## src/rtl/color_code_monitor.sv

```systemverilog
// color_code_monitor
//
// Receive-side decoder for the 2-bit Moore output code of the Blue/Red colour
// state machine (2'h1 = Blue, 2'h2 = Red). It rebuilds the upstream FSM state
// from the sampled code stream and regenerates the toggle command behind each
// colour change. It also counts transitions, measures dwell time per colour,
// and flags illegal codes and excessive dwell.
//
// Ports:
//   clk        clock
//   rst        asynchronous, active-high reset
//   code_valid code is sampled on this cycle
//   code       observed colour code
//   clr        synchronous clear of counters, error and state (beats code_valid)
//   state_out  tracked state: 0=SYNC, 1=BLUE, 2=RED, 3=ERROR
//   toggle     one-cycle pulse on a detected colour transition
//   cmd_recon  reconstructed command: 2'h1 on the toggle cycle, else 2'h0
//   b2r_count  Blue->Red transition count (wraps)
//   r2b_count  Red->Blue transition count (wraps)
//   dwell      valid samples spent in the current colour since entry (saturates)
//   timeout    one-cycle pulse when dwell reaches MAX_DWELL
//   err        sticky illegal-code flag
//   err_code   offending code captured at the first error
//
// All outputs are registered; an input sampled at edge k appears after edge k.

module color_code_monitor #(
  parameter int unsigned CNT_WIDTH   = 8,
  parameter int unsigned DWELL_WIDTH = 8,
  parameter int unsigned MAX_DWELL   = 200
) (
  input  logic                   clk,
  input  logic                   rst,
  input  logic                   code_valid,
  input  logic [1:0]             code,
  input  logic                   clr,
  output logic [1:0]             state_out,
  output logic                   toggle,
  output logic [1:0]             cmd_recon,
  output logic [CNT_WIDTH-1:0]   b2r_count,
  output logic [CNT_WIDTH-1:0]   r2b_count,
  output logic [DWELL_WIDTH-1:0] dwell,
  output logic                   timeout,
  output logic                   err,
  output logic [1:0]             err_code
);

  typedef enum logic [1:0] {
    StSync  = 2'd0,
    StBlue  = 2'd1,
    StRed   = 2'd2,
    StError = 2'd3
  } state_e;

  localparam logic [DWELL_WIDTH-1:0] DwellMax = DWELL_WIDTH'(MAX_DWELL);
  localparam logic [CNT_WIDTH-1:0]   CntOne   = CNT_WIDTH'(1);
  localparam logic [DWELL_WIDTH-1:0] DwellOne = DWELL_WIDTH'(1);

  state_e state_q;
  logic   code_legal;

  assign code_legal = (code == 2'h1) || (code == 2'h2);

  // The state encoding matches the published state_out encoding directly.
  assign state_out = state_q;

  always_ff @(posedge clk or posedge rst) begin
    if (rst) begin
      state_q   <= StSync;
      toggle    <= 1'b0;
      cmd_recon <= 2'h0;
      b2r_count <= '0;
      r2b_count <= '0;
      dwell     <= '0;
      timeout   <= 1'b0;
      err       <= 1'b0;
      err_code  <= 2'h0;
    end else begin
      // Pulse outputs default low; only a sampled transition/threshold raises them.
      toggle    <= 1'b0;
      cmd_recon <= 2'h0;
      timeout   <= 1'b0;

      if (clr) begin
        state_q   <= StSync;
        b2r_count <= '0;
        r2b_count <= '0;
        dwell     <= '0;
        err       <= 1'b0;
        err_code  <= 2'h0;
      end else if (code_valid) begin
        unique case (state_q)
          StSync: begin
            if (code_legal) begin
              // Acquisition: adopt the observed colour, not a transition.
              state_q <= state_e'(code);
              dwell   <= '0;
            end else begin
              state_q  <= StError;
              err      <= 1'b1;
              err_code <= code;
              dwell    <= '0;
            end
          end

          StBlue, StRed: begin
            if (!code_legal) begin
              state_q  <= StError;
              err      <= 1'b1;
              err_code <= code;
              dwell    <= '0;
            end else if (code == state_q) begin
              // Stay: count up to the threshold, pulse once on reaching it.
              if (dwell < DwellMax) begin
                dwell   <= dwell + DwellOne;
                timeout <= (dwell == DwellMax - DwellOne);
              end
            end else begin
              toggle    <= 1'b1;
              cmd_recon <= 2'h1;
              dwell     <= '0;
              if (state_q == StBlue) begin
                state_q   <= StRed;
                b2r_count <= b2r_count + CntOne;
              end else begin
                state_q   <= StBlue;
                r2b_count <= r2b_count + CntOne;
              end
            end
          end

          StError: begin
            // Absorbing until clr or rst.
          end

          default: begin
            state_q <= StError;
          end
        endcase
      end
    end
  end

endmodule

```

## config.mk

```make
export PLATFORM = sky130hd
export DESIGN_NAME = color_code_monitor
export DESIGN_NICKNAME = d
export VERILOG_FILES = /design/src/rtl/color_code_monitor.sv
export SDC_FILE = /design/constraint.sdc
export NUM_CORES = 1
export LEC_CHECK = 0
export ABC_AREA = 1
export ABC_CLOCK_PERIOD_IN_PS = 2200
export CAP_MARGIN = 15
export CORE_ASPECT_RATIO = 1.4
export CORE_MARGIN = 3
export CORE_UTILIZATION = 45
export CTS_CLUSTER_SIZE = 12
export DETAILED_ROUTE_END_ITERATION = 16
export HOLD_SLACK_MARGIN = 0.02
export PLACE_DENSITY = 0.82
export SLEW_MARGIN = 20
export SYNTH_ARGS = -nofsm -noshare
export SYNTH_HDL_FRONTEND = slang
export SYNTH_SLANG_ARGS = --single-unit
```

## constraint.sdc

```tcl
create_clock -name clk -period 2.2 [get_ports clk]
set_input_delay 0.44 -clock clk [delete_from_list [all_inputs] [get_ports clk]]
set_output_delay 0.44 -clock clk [all_outputs]
set_load 0.01 [all_outputs]
```

-- Word-level counts from Yosys, hierarchy flattened
Index checks and enable logic that the tools add are counted.
Widths: inputs -> output; s select.
- add/subtract/negate cells: 3
- multiply operators: 0
- divide/modulo/power cells: 0
- $lt $le $gt $ge: 1
- equal/unequal tests: 11
- shift operators: 0
- mux-type cells: 49
- bitwise operators: 0
- reductions and logical operators: 15
- operator list (kind ; number):
    $mux 8 ; 17
    $add 8x1->8 const B ; 3
    $mux 1 ; 20
    $mux 2 ; 10
    $pmux 8 s2 ; 1
    $reduce_and 5->1 ; 2
    $reduce_bool 2->1 ; 5
    $reduce_and 3->1 ; 3
    $eq 8x8->1 const B ; 1
    $lt 8x8->1 const B ; 1
    $ne 2x2->1 const B ; 3
    $ne 5x5->1 const B ; 1
    $eq 2x1->1 const B ; 2
    $eq 2x2->1 const B ; 2
    $ne 4x4->1 const B ; 1
    $pmux 2 s2 ; 1
    $reduce_bool 3->1 ; 1
    $reduce_or 3->1 ; 1
    $eq 2x2->1 ; 1
    $logic_not 2->1 ; 1
    $reduce_or 2->1 ; 1
    $logic_or 1x1->1 ; 1
- bits in registers: 33
- latch bits: 0
- memory bits (writable): 0
- memory bits (read-only): 0
- input bits: 6
- output and inout bits: 33
- logic and storage cells: 88
- memories kept: 0

-- Logic depth before layout (Yosys ltp)
Gate-level depths: netlist of run 1.
- depth after elaboration: 7
- mapped depth: 10
- depth with buffers taken out: 10

-- Worst setup path before layout of run 1
Ideal clock, no wire load.
- path type: register to register
- from: register state_q[0] (netlist: state_out[0])
- to: register dwell[3]
- library setup time: 0.113 ns
- arrival: 1.528 ns
- required time: 2.087 ns
- slack: 0.559 ns
- cell stages (with the launch flop): 10
- buffers on the path: 0
- clock period less this slack: 1.641 ns
- cell sequence: dfrtp_1 inv_1 ha_1 inv_2 nor3_4 nand3_1 nand3b_1 nand2_1 nand2_1 inv_1
- word-level cells in the longest chain between the ends: 6
- elaborated cells between the ends (all ways): 13
- those cells by class: eq/ne (4); mux (5); reduce/logical (4)
- RTL lines (element ; line ; source):
    start: declaration ; 59 ; state_e state_q;
    start signal: assignment ; 69 ; state_q <= StSync;
    start signal: assignment ; 85 ; state_q <= StSync;
    start signal: assignment ; 96 ; state_q <= state_e'(code);
    $eq 2x2->1 ; 112 ; end else if (code == state_q) begin
    $mux 8 ; 112 ;
    $mux 8 ; 107 ; if (!code_legal) begin
    $pmux 8 s2 ; 92 ; unique case (state_q)
    $mux 8 ; 91 ; end else if (code_valid) begin
    $mux 8 ; 84 ; if (clr) begin
    end signal: assignment ; 115 ; dwell <= dwell + DwellOne;
    end: declaration ; 42 ; output logic [DWELL_WIDTH-1:0] dwell,
Parallel ways exist; a longest one is shown, timed or not. The select of a mux whose other input is x is not followed.
A chain may end at the register's enable or synchronous reset.

-- Worst setup path in the final report of run 1
- from: input code[0]
- to: register dwell[3]
- word-level cells in the longest chain between the ends: 6
- elaborated cells between the ends (all ways): 11
- those cells by class: eq/ne (4); mux (5); reduce/logical (2)
- RTL lines (element ; line ; source):
    start: declaration ; 35 ; input logic [1:0] code,
    $eq 2x2->1 (tied with other cells) ; 112 ;
    $mux 8 or $logic_or 1x1->1 (tied branches) ; 112, 62 ;
    $mux 8 ; 107 ;
    $pmux 8 s2 ; 92 ;
    $mux 8 ; 91 ;
    $mux 8 ; 84 ;
Parallel ways exist; a longest one is shown, timed or not. The select of a mux whose other input is x is not followed.

==> impl_metrics.tcl, run 1 <==
set metrics [dict create \
    outcome "complete, no violations" \
    pwr_cell_area_nw_per_um2 686 \
    worst_clock_skew_ns 0.00582 \
    core.rowCount 28 \
    via_per_inst 4.82 \
    path_cells "clkdlybuf4s50_1 > inv_1 > ha_1 > nor3_4 > nand3_1 > nand3b_1 > nand2_1 > nand2_1 > inv_1" \
    ys_seq_area_frac 0.390 \
    final.hold.worst_slack_ns 0.516 \
    ys_warns 0 \
    nets_final 326 \
    floorplan.initialDensity 0.469 \
    maxClockFrequency_ghz 0.518 \
    final-hold-violation-count 0 \
    cts-buffers-inserted 5 \
    drive_above_1_share 0.118 \
    dominantRegCellSynth "dfrtp_1" \
    layout-area-overhead-vs-synth_pct 27.5 \
    detailedRoute.firstPassIterationCount 4 \
    worst_r2r_startpoint "state_out[0]" \
    syn_area_cell_um2 7.47 \
    holdCritStartpoint "err" \
    coreArea_um2 4240 \
    peakVddDrop_v 0.000467 \
    grt.overflow.total 0 \
    cts_root_buf "clkbuf_8" \
    async_set_or_reset_flop_fraction_in_the_synthesized_netlist 1.00 \
    min_path_type "flop to flop" \
    chipWidth_um 62.2 \
    slew_violations 0 \
    maximum_number_of_pins_on_one_net_before_global_route_repair 32 \
    cp_max_fo 5 \
    max-clock-path-buffers 2 \
    clock_latency_reported_for_the_late_side_of_the_worst_skew_pair_ns 0.29 \
    finalCritPeriodShare 0.878 \
    critPathKind "input pin to flop" \
    dieArea_um2 5260 \
    antenna_violations_before_repair 0 \
    synth-edff-count 0 \
    boundaryPins 39 \
    synth_cells 266 \
    grt_setup_unrepaired "false" \
    setup.worst_path.start_class "input pin" \
    detailed_place_hpwl_um 3210 \
    timing.critical_path.arrival_ns 2.12 \
    cts_htree_levels 2 \
    max-cap-violations 0 \
    post_cts_hold_buffer_count 0 \
    synth_nets 280 \
    clock_tree_from_tritoncts "built" \
    fin_crit_ns 1.93 \
    number_of_buffer_and_inverter_instances_along_the_worst_setup_path 3 \
    grt_first_pass_wirelength_um 7810 \
    cp.required_ns 2.39 \
    crit_path_top_delay_cell "clkdlybuf4s50_1" \
    cp_top_delay_family "simple AND/OR/NAND/NOR gates" \
    drt_wl_total_um 4360 \
    synth.ff_latch_count 31 \
    power_leakage_nw 1.29 \
    place.gp.congestion 0.928 \
    cts-resized-gates 0 \
    avgRoutedWirePerCell_um 11.7 \
    cts.clk_slew.worst_paths_ns 0.06 \
    cts_setup_buffers 0 \
    drt.antenna.violating_nets 0 \
    ys_types 33 \
    netlist_area_um2 1990 \
    critPathLaunch "code[0]" \
    route.vias.total 1798 \
    critical_path.endpoint_type "flop" \
    max_stage_delay_ns 0.47 \
    grtUsageTotal 0.186 \
    dr.first_iter.drc_count 79 \
    clock-sinks 31 \
    die_h_um 84.6 \
    remaining_drcs 0 \
    timing.setup.tns_ns 0 \
    timing_worst_slew_pin_value_ns 0.539 \
    port-buffer-count 37 \
    antenna_cells 0 \
    slew_headroom 0.640 \
    timing.final.setup_violations 0 \
    first_global_vias 1783 \
]
==> cells in the final DEF, fill, tap and decap left out, drive strengths merged, types with 3 or more instances in the layout <==
cell           synthesis  final
inv                   34     34
nand3                 27     27
o21ai                 12     12
nor2                  29     29
a21oi                  7      7
nor3                   3      3
clkdlybuf4s50          0     37
xor2                   7      7
ha                     8      8
buf                    6      8
dfrtp                 31     31
clkbuf                 0      7
nand2                 90     90
==> stage by stage <==
stage	cells	setup WS (ns)	power (W)	util	instance area (µm²)
final	373	0.268	0.00174	0.598	2530
after global routing	373	0.0790	0.00186	0.598	2530
after CTS	373	0.274	0.00175	0.598	2530
after detailed placement	365	-0.0267	0.00131	0.579	2450
after global placement	365	0.00980	0.00130	0.579	2450
after floorplan	266	0.559	0.00110	-	1990
==> sequential cells by signal, summed over array words and instances (netlist names) <==
| signal | cells |
|---|---|
| r2b_count | 8 |
| err_code | 2 |
| timeout | 1 |
| err | 1 |
| cmd_recon | 1 |
| state_out | 2 |
| b2r_count | 8 |
| dwell | 8 |
==> cell usage after synthesis (all sizes together) (2+ instances only) <==
cell   instances  share of area
a21oi          7          0.018
buf            6          0.020
dfrtp         31           0.39
ha             8          0.050
inv           34          0.064
nand2         90           0.19
nand3         27          0.071
nand4          2         0.0063
nor2          29          0.068
nor3           3          0.013
nor3b          2         0.0076
o21ai         12          0.038
xnor2          2         0.0088
xor2           7          0.031
==> per-layer routing <==
layer,track usage,up-vias,part of all wire
li1,-,923,-
met1,0.194,838,0.41
met2,0.338,28,0.54
met3,0.0455,9,0.035
met4,0.107,0,0.023
met5,0,-,0
==> path summary, 6_finish.rpt <==
path / depth (start not counted) / to / slack (ns)
setup / recovery: 9 / dwell[3] / 0.27
hold / removal: 2 / err / 0.52
setup reg to reg: 7 / r2b_count[7] / 0.32
hold reg to reg: 2 / err / 0.52
max in group asynchronous: 3 / err_code[0] / 1.37
min in group asynchronous: 3 / r2b_count[3] / 0.53
==> power breakdown <==
group,switching [W],internal [W],total (W)
Combinational,0.000398,0.000243,0.000640
Sequential,0.0000519,0.000610,0.000662
Clock,0.000216,0.000222,0.000437
==> worst min-delay path, delay by kind of cell (launching register included) <==
family,cells,cell delay [ns]
buf+inv,1,0.05
compound gates,1,0.05
flops,1,0.37
==> cell families (layout without fill, tap and decap cells) <==
| family | count (synthesis) | after routing | synth area share |
|---|---|---|---|
| buf+inv | 40 | 87 | 0.0844 |
| compound gates | 21 | 21 | 0.0636 |
| simple gates | 156 | 156 | 0.370 |
| other cells | 1 | 1 | 0.00189 |
| xor+xnor | 9 | 9 | 0.0397 |
| fa+ha+maj | 8 | 8 | 0.0504 |
| flops | 31 | 31 | 0.390 |
==> cell type report <==
class                           instances  area, µm²
Inverter                               34        128
Fill cell                             384       1710
Sequential cell                        31        776
Clock buffer                            7       76.3
Tap cell                               60       75.1
Clock inverter                          1       5.00
Multi-Input combinational cell        195       1040
Timing Repair Buffer                   45        430
Power figures use the tool's default switching activity.
==> inputs of run 2 (changes only) <==
Settings changed: CORE_UTILIZATION 45 to 52, PLACE_DENSITY 0.82 to 0.91.
==> run 2 against run 1 <==
Critical path depth unchanged. Global-route usage up 3.0 points. Worst setup slack got worse by 0.036 ns.
==> impl_metrics.tcl, run 2 (synthesized netlist as in run 1, its figures left out) <==
set metrics [dict create \
    outcome "complete, no violations" \
    final-hold-violation-count 0 \
    drt_wl_total_um 4450 \
    highest_count_cells_in_the_layout_ignoring_fill_and_taps "nand2_1 (79), clkdlybuf4s50_1 (37), inv_1 (32), dfrtp_1 (31)" \
    clock_share_of_power 0.250 \
    fin_crit_ns 1.97 \
    min_path_type "flop to flop" \
    finalCritPeriodShare 0.895 \
    met1Wirelength_um 1780 \
    clock-sinks 31 \
    switching_power_w 0.000672 \
    netSwitchingFraction 0.386 \
    cp_top_delay_family "buffers and inverters" \
    drive_above_1_share 0.125 \
    dr.max_layer_used "met4" \
    boundaryPins 39 \
    post_layout_nonfiller_instances 353 \
    clock_latency_reported_for_the_late_side_of_the_worst_skew_pair_ns 0.28 \
    grtUsageTotal 0.217 \
    timing.critical_path.arrival_ns 2.14 \
    route.vias.total 1853 \
    worst_clock_skew_ns 0.00551 \
    clock_tree_from_tritoncts "built" \
    cts-buffers-inserted 5 \
    layout-area-overhead-vs-synth_pct 26.4 \
    cts_htree_levels 2 \
    combPwrFrac 0.372 \
    placed_cells_incl_taps 345 \
    timing_worst_slew_pin_value_ns 0.520 \
    max-cap-violations 0 \
    antenna_violations_before_repair 0 \
    critical_path.endpoint_type "flop" \
    dieArea_um2 4610 \
    chipWidth_um 58.2 \
    final_common_cell "nand2_1" \
    max_stage_delay_ns 0.48 \
    met2_wirelength_um 2410 \
    detailedRoute.firstPassIterationCount 4 \
    place.gp.congestion 0.876 \
    port-buffer-count 37 \
    place_ws_ns -0.0591 \
    wl_met3_um 151 \
    nets_final 326 \
    cts-resized-gates 0 \
    grt.overflow.total 0 \
    crit_path_top_delay_cell "clkdlybuf4s50_1" \
    cp_max_fo 5 \
    pwr_cell_area_nw_per_um2 693 \
    seq_power_share 0.378 \
    antenna_cells 0 \
    avgRoutedWirePerCell_um 12.6 \
    final.hold.worst_slack_ns 0.520 \
    via_per_inst 5.25 \
    coreArea_um2 3530 \
    slew_headroom 0.653 \
    cts_root_buf "clkbuf_8" \
    critPathKind "input pin to flop" \
    grt_setup_unrepaired "false" \
    setup.worst_path.start_class "input pin" \
    detailed_place_hpwl_um 3310 \
    drt.antenna.violating_nets 0 \
    slew_violations 0 \
    cts.clk_slew.worst_paths_ns 0.07 \
    cts_setup_buffers 0 \
    max-clock-path-buffers 2 \
    maxClockFrequency_ghz 0.508 \
    dr.first_iter.drc_count 62 \
    power_leakage_nw 1.29 \
    placedInstanceArea_um2 2430 \
    reg.largest.list "b2r_count: 8 flops, dwell: 8 flops, r2b_count: 8 flops" \
    timing.final.ws_setup_ns 0.231 \
    timing.final.setup_violations 0 \
    grt_first_pass_wirelength_um 7800 \
    post_cts_hold_buffer_count 0 \
    peakVddDrop_v 0.000507 \
    intPower_w 0.00107 \
    design_area_um2 2510 \
    maximum_number_of_pins_on_one_net_before_global_route_repair 32 \
    floorplan.initialDensity 0.562 \
    number_of_buffer_and_inverter_instances_along_the_worst_setup_path 3 \
    first_global_vias 1842 \
    cp.required_ns 2.37 \
    core.rowCount 25 \
    die_h_um 79.1 \
    remaining_drcs 0 \
    path_cells "clkdlybuf4s50_1 > inv_1 > ha_1 > nor3_4 > nand2_4 > nand2_4 > inv_1 > nand3_1 > o21ai_1" \
]
-- run 2: power by group through the flow --
stage          combinational (W)  clock, W  sequential, W
3_3_place_gp            0.000626         0       0.000669
3_5_place_dp            0.000642         0       0.000668
5_1_grt                 0.000709  0.000474       0.000668
6_report                0.000648  0.000435       0.000659
2_1_floorplan           0.000418         0       0.000678
4_1_cts                 0.000650  0.000445       0.000659
-- run 2: worst min-delay path: cells and delay by family (launching register included) --
family	cells	cell delay, ns
compound gates	1	0.06
simple gates	1	0.07
flops	1	0.35
-- run 2: worst paths after layout --
path,start,end,slack [ns],cells after the start
max in group asynchronous,rst,dwell[3],1.33,3
worst max register to register,state_out[1],r2b_count[5],0.31,7
worst min-delay path,err_code[1],err_code[1],0.52,2
min in group asynchronous,rst,r2b_count[7],0.58,3
worst min register to register,err_code[1],err_code[1],0.52,2
worst max-delay path,code[0],state_out[1],0.23,9
-- run 2: per-layer routing --
layer  up-vias  GRT usage
met1       880      0.233
met3        11     0.0472
met2        40      0.394
met5         -          0
met4         0     0.0974
li1        922          -
-- run 2: cell type report --
class | instances | area (µm²)
inverters | 34 | 128
flip-flops and latches | 31 | 776
fillers | 275 | 1020
clock buffers | 5 | 68.8
well taps | 40 | 50.0
repair buffers | 45 | 430
clock inverters | 3 | 15.0
multi-input cells | 195 | 1040
-- run 2: stage by stage --
| step | total power, W | setup TNS [ns] | util |
|---|---|---|---|
| after floorplan | 0.00110 | 0 | - |
| after detailed placement | 0.00131 | -0.264 | 0.687 |
| after global placement | 0.00130 | 0 | 0.687 |
| after CTS | 0.00175 | 0 | 0.710 |
| after global routing | 0.00185 | 0 | 0.710 |
| final | 0.00174 | 0 | 0.710 |
==> inputs of run 3 (changes only) <==
Settings changed: CAP_MARGIN 15 to 5, CORE_ASPECT_RATIO 1.4 to 1.5.
==> run 3 against run 2 <==
Routed wire length is 0.31% higher. Count of clock-buffer cells in the layout up 2. Power barely moved. Maximum frequency barely moved. First-iteration DRC count down 6.5%. Sequential cell count is the same. Clock skew fell by 0.00078 ns. Hold slack got worse by 0.0017 ns. Critical endpoint is now dwell[3]. Largest power group unchanged.
==> impl_metrics.tcl, run 3 (synthesized netlist as in run 1, its figures left out) <==
set metrics [dict create \
    outcome "complete, no violations" \
    first_global_vias 1819 \
    place.gp.congestion 0.897 \
    clock_share_of_power 0.248 \
    end_of_the_worst_register_to_register_path "dwell[1]" \
    cts-buffers-inserted 5 \
    floorplan.initialDensity 0.560 \
    drive_above_1_share 0.118 \
    max_stage_delay_ns 0.48 \
    worst-r2r-cell-count 9 \
    intPower_w 0.00108 \
    placed_cells_incl_taps 347 \
    cts.clk_slew.worst_paths_ns 0.06 \
    dieArea_um2 4610 \
    crit_path_top_delay_cell "clkdlybuf4s50_1" \
    chipWidth_um 56.5 \
    boundaryPins 39 \
    cp.required_ns 2.38 \
    worst_r2r_startpoint "state_out[0]" \
    timing_worst_slew_pin_value_ns 0.524 \
    cp_max_fo 4 \
    detailed_place_hpwl_um 3320 \
    antenna_cells 0 \
    dr.first_iter.drc_count 58 \
    fin_crit_ns 1.97 \
    port-buffer-count 37 \
    max-cap-violations 0 \
    combPwrFrac 0.371 \
    drt_wl_total_um 4460 \
    timing.hold.worst_endpoint "err_code[0]" \
    power_leakage_nw 1.29 \
    finalCritPeriodShare 0.894 \
    grt_first_pass_wirelength_um 7760 \
    antenna_violations_before_repair 0 \
    holdCritStartpoint "err_code[0]" \
    maximum_number_of_pins_on_one_net_before_global_route_repair 32 \
    timing.final.setup_violations 0 \
    grt_setup_unrepaired "false" \
    reg.largest.list "b2r_count: 8 flops, dwell: 8 flops, r2b_count: 8 flops" \
    clock_tree_from_tritoncts "built" \
    via_per_inst 5.27 \
    max-clock-path-buffers 2 \
    clock-sinks 31 \
    remaining_drcs 0 \
    layout-area-overhead-vs-synth_pct 26.4 \
    setup.worst_path.start_class "input pin" \
    drt.antenna.violating_nets 0 \
    critPathKind "input pin to flop" \
    final-hold-violation-count 0 \
    critPathLaunch "code[0]" \
    grt.overflow.total 0 \
    netSwitchingFraction 0.383 \
    post_layout_nonfiller_instances 355 \
    cts_htree_levels 2 \
    maxClockFrequency_ghz 0.508 \
    min_path_type "flop to flop" \
    slew_violations 0 \
    highest_count_cells_in_the_layout_ignoring_fill_and_taps "nand2_1 (79), clkdlybuf4s50_1 (37), inv_1 (32), dfrtp_1 (31)" \
    final.hold.worst_slack_ns 0.518 \
    number_of_buffer_and_inverter_instances_along_the_worst_setup_path 3 \
    nets_final 326 \
    cts_root_buf "clkbuf_8" \
    core.rowCount 26 \
    cts_setup_buffers 0 \
    post_cts_hold_buffer_count 0 \
    grtUsageTotal 0.220 \
    path_cells "clkdlybuf4s50_1 > inv_1 > ha_1 > nor3_4 > nand3_1 > nand3b_1 > nand2_1 > nand2_1 > inv_1" \
    cts-resized-gates 0 \
    timing.critical_path.arrival_ns 2.15 \
    detailedRoute.firstPassIterationCount 4 \
    rrSetupSlack_ns 0.34 \
    die_h_um 81.7 \
    worst_clock_skew_ns 0.00473 \
    final_common_cell "nand2_1" \
    critical_path.endpoint_type "flop" \
    worst_hold_path.num_cells 2 \
    clock_latency_reported_for_the_late_side_of_the_worst_skew_pair_ns 0.28 \
    pwr_cell_area_nw_per_um2 694 \
    slew_headroom 0.650 \
    route.vias.total 1870 \
    avgRoutedWirePerCell_um 12.6 \
    peakVddDrop_v 0.000546 \
    coreArea_um2 3550 \
    seq_power_share 0.381 \
    cp_top_delay_family "simple AND/OR/NAND/NOR gates" \
    switching_power_w 0.000667 \
]
[run 3: cell types whose count changed in the layout (fill, tap and decap cells not counted)]
cell / change
clkinv_2: -2
clkbuf_1: +2
[run 3: area by class of cell]
type | instances | area [µm²]
fill | 292 | 1030
sequential | 31 | 776
tap | 42 | 52.6
multi-input combinational | 195 | 1040
clock buffer | 7 | 76.3
clock inverter | 1 | 5.00
timing repair buffer | 45 | 430
inverter | 34 | 128
[run 3: worst min-delay path: cells and delay by family (launching register included)]
kind             cells  cell delay, ns
AND/OR/NAND/NOR      1            0.07
AO/OA/AOI/OAI        1            0.07
flip-flops           1            0.34
[run 3: worst max-delay path by stage]
stage | end | slack [ns] | depth (start not counted)
6_report | dwell[3] | 0.23 | 9
5_1_grt | dwell[4] | 0.12 | 9
4_1_cts | dwell[3] | 0.26 | 9
3_5_place_dp | dwell[3] | -0.03 | 9
3_3_place_gp | dwell[3] | 0.02 | 9
2_1_floorplan | dwell[3] | 0.56 | 9
[run 3: through the flow]
stage          power, W  area, µm²   util  worst slack (ns)  setup TNS, ns
2_1_floorplan   0.00110       1990      -             0.559              0
3_3_place_gp    0.00130       2430  0.685            0.0231              0
3_5_place_dp    0.00131       2430  0.685           -0.0299        -0.0851
4_1_cts         0.00176       2510  0.708             0.259              0
5_1_grt         0.00186       2510  0.708             0.119              0
6_report        0.00174       2510  0.708             0.233              0
[run 3: routing by layer]
metal,GRT usage,part of all wire,up-vias
met5,0,0,-
met4,0.116,0.029,0
met3,0.0456,0.041,11
met2,0.404,0.54,52
met1,0.234,0.39,882
li1,-,-,925
[run 3: power by group through the flow]
stage / Combinational, W / Clock (W) / Sequential, W
2_1_floorplan: 0.000418 / 0 / 0.000678
3_3_place_gp: 0.000628 / 0 / 0.000671
3_5_place_dp: 0.000643 / 0 / 0.000669
4_1_cts: 0.000647 / 0.000448 / 0.000661
5_1_grt: 0.000716 / 0.000474 / 0.000668
6_report: 0.000647 / 0.000432 / 0.000664
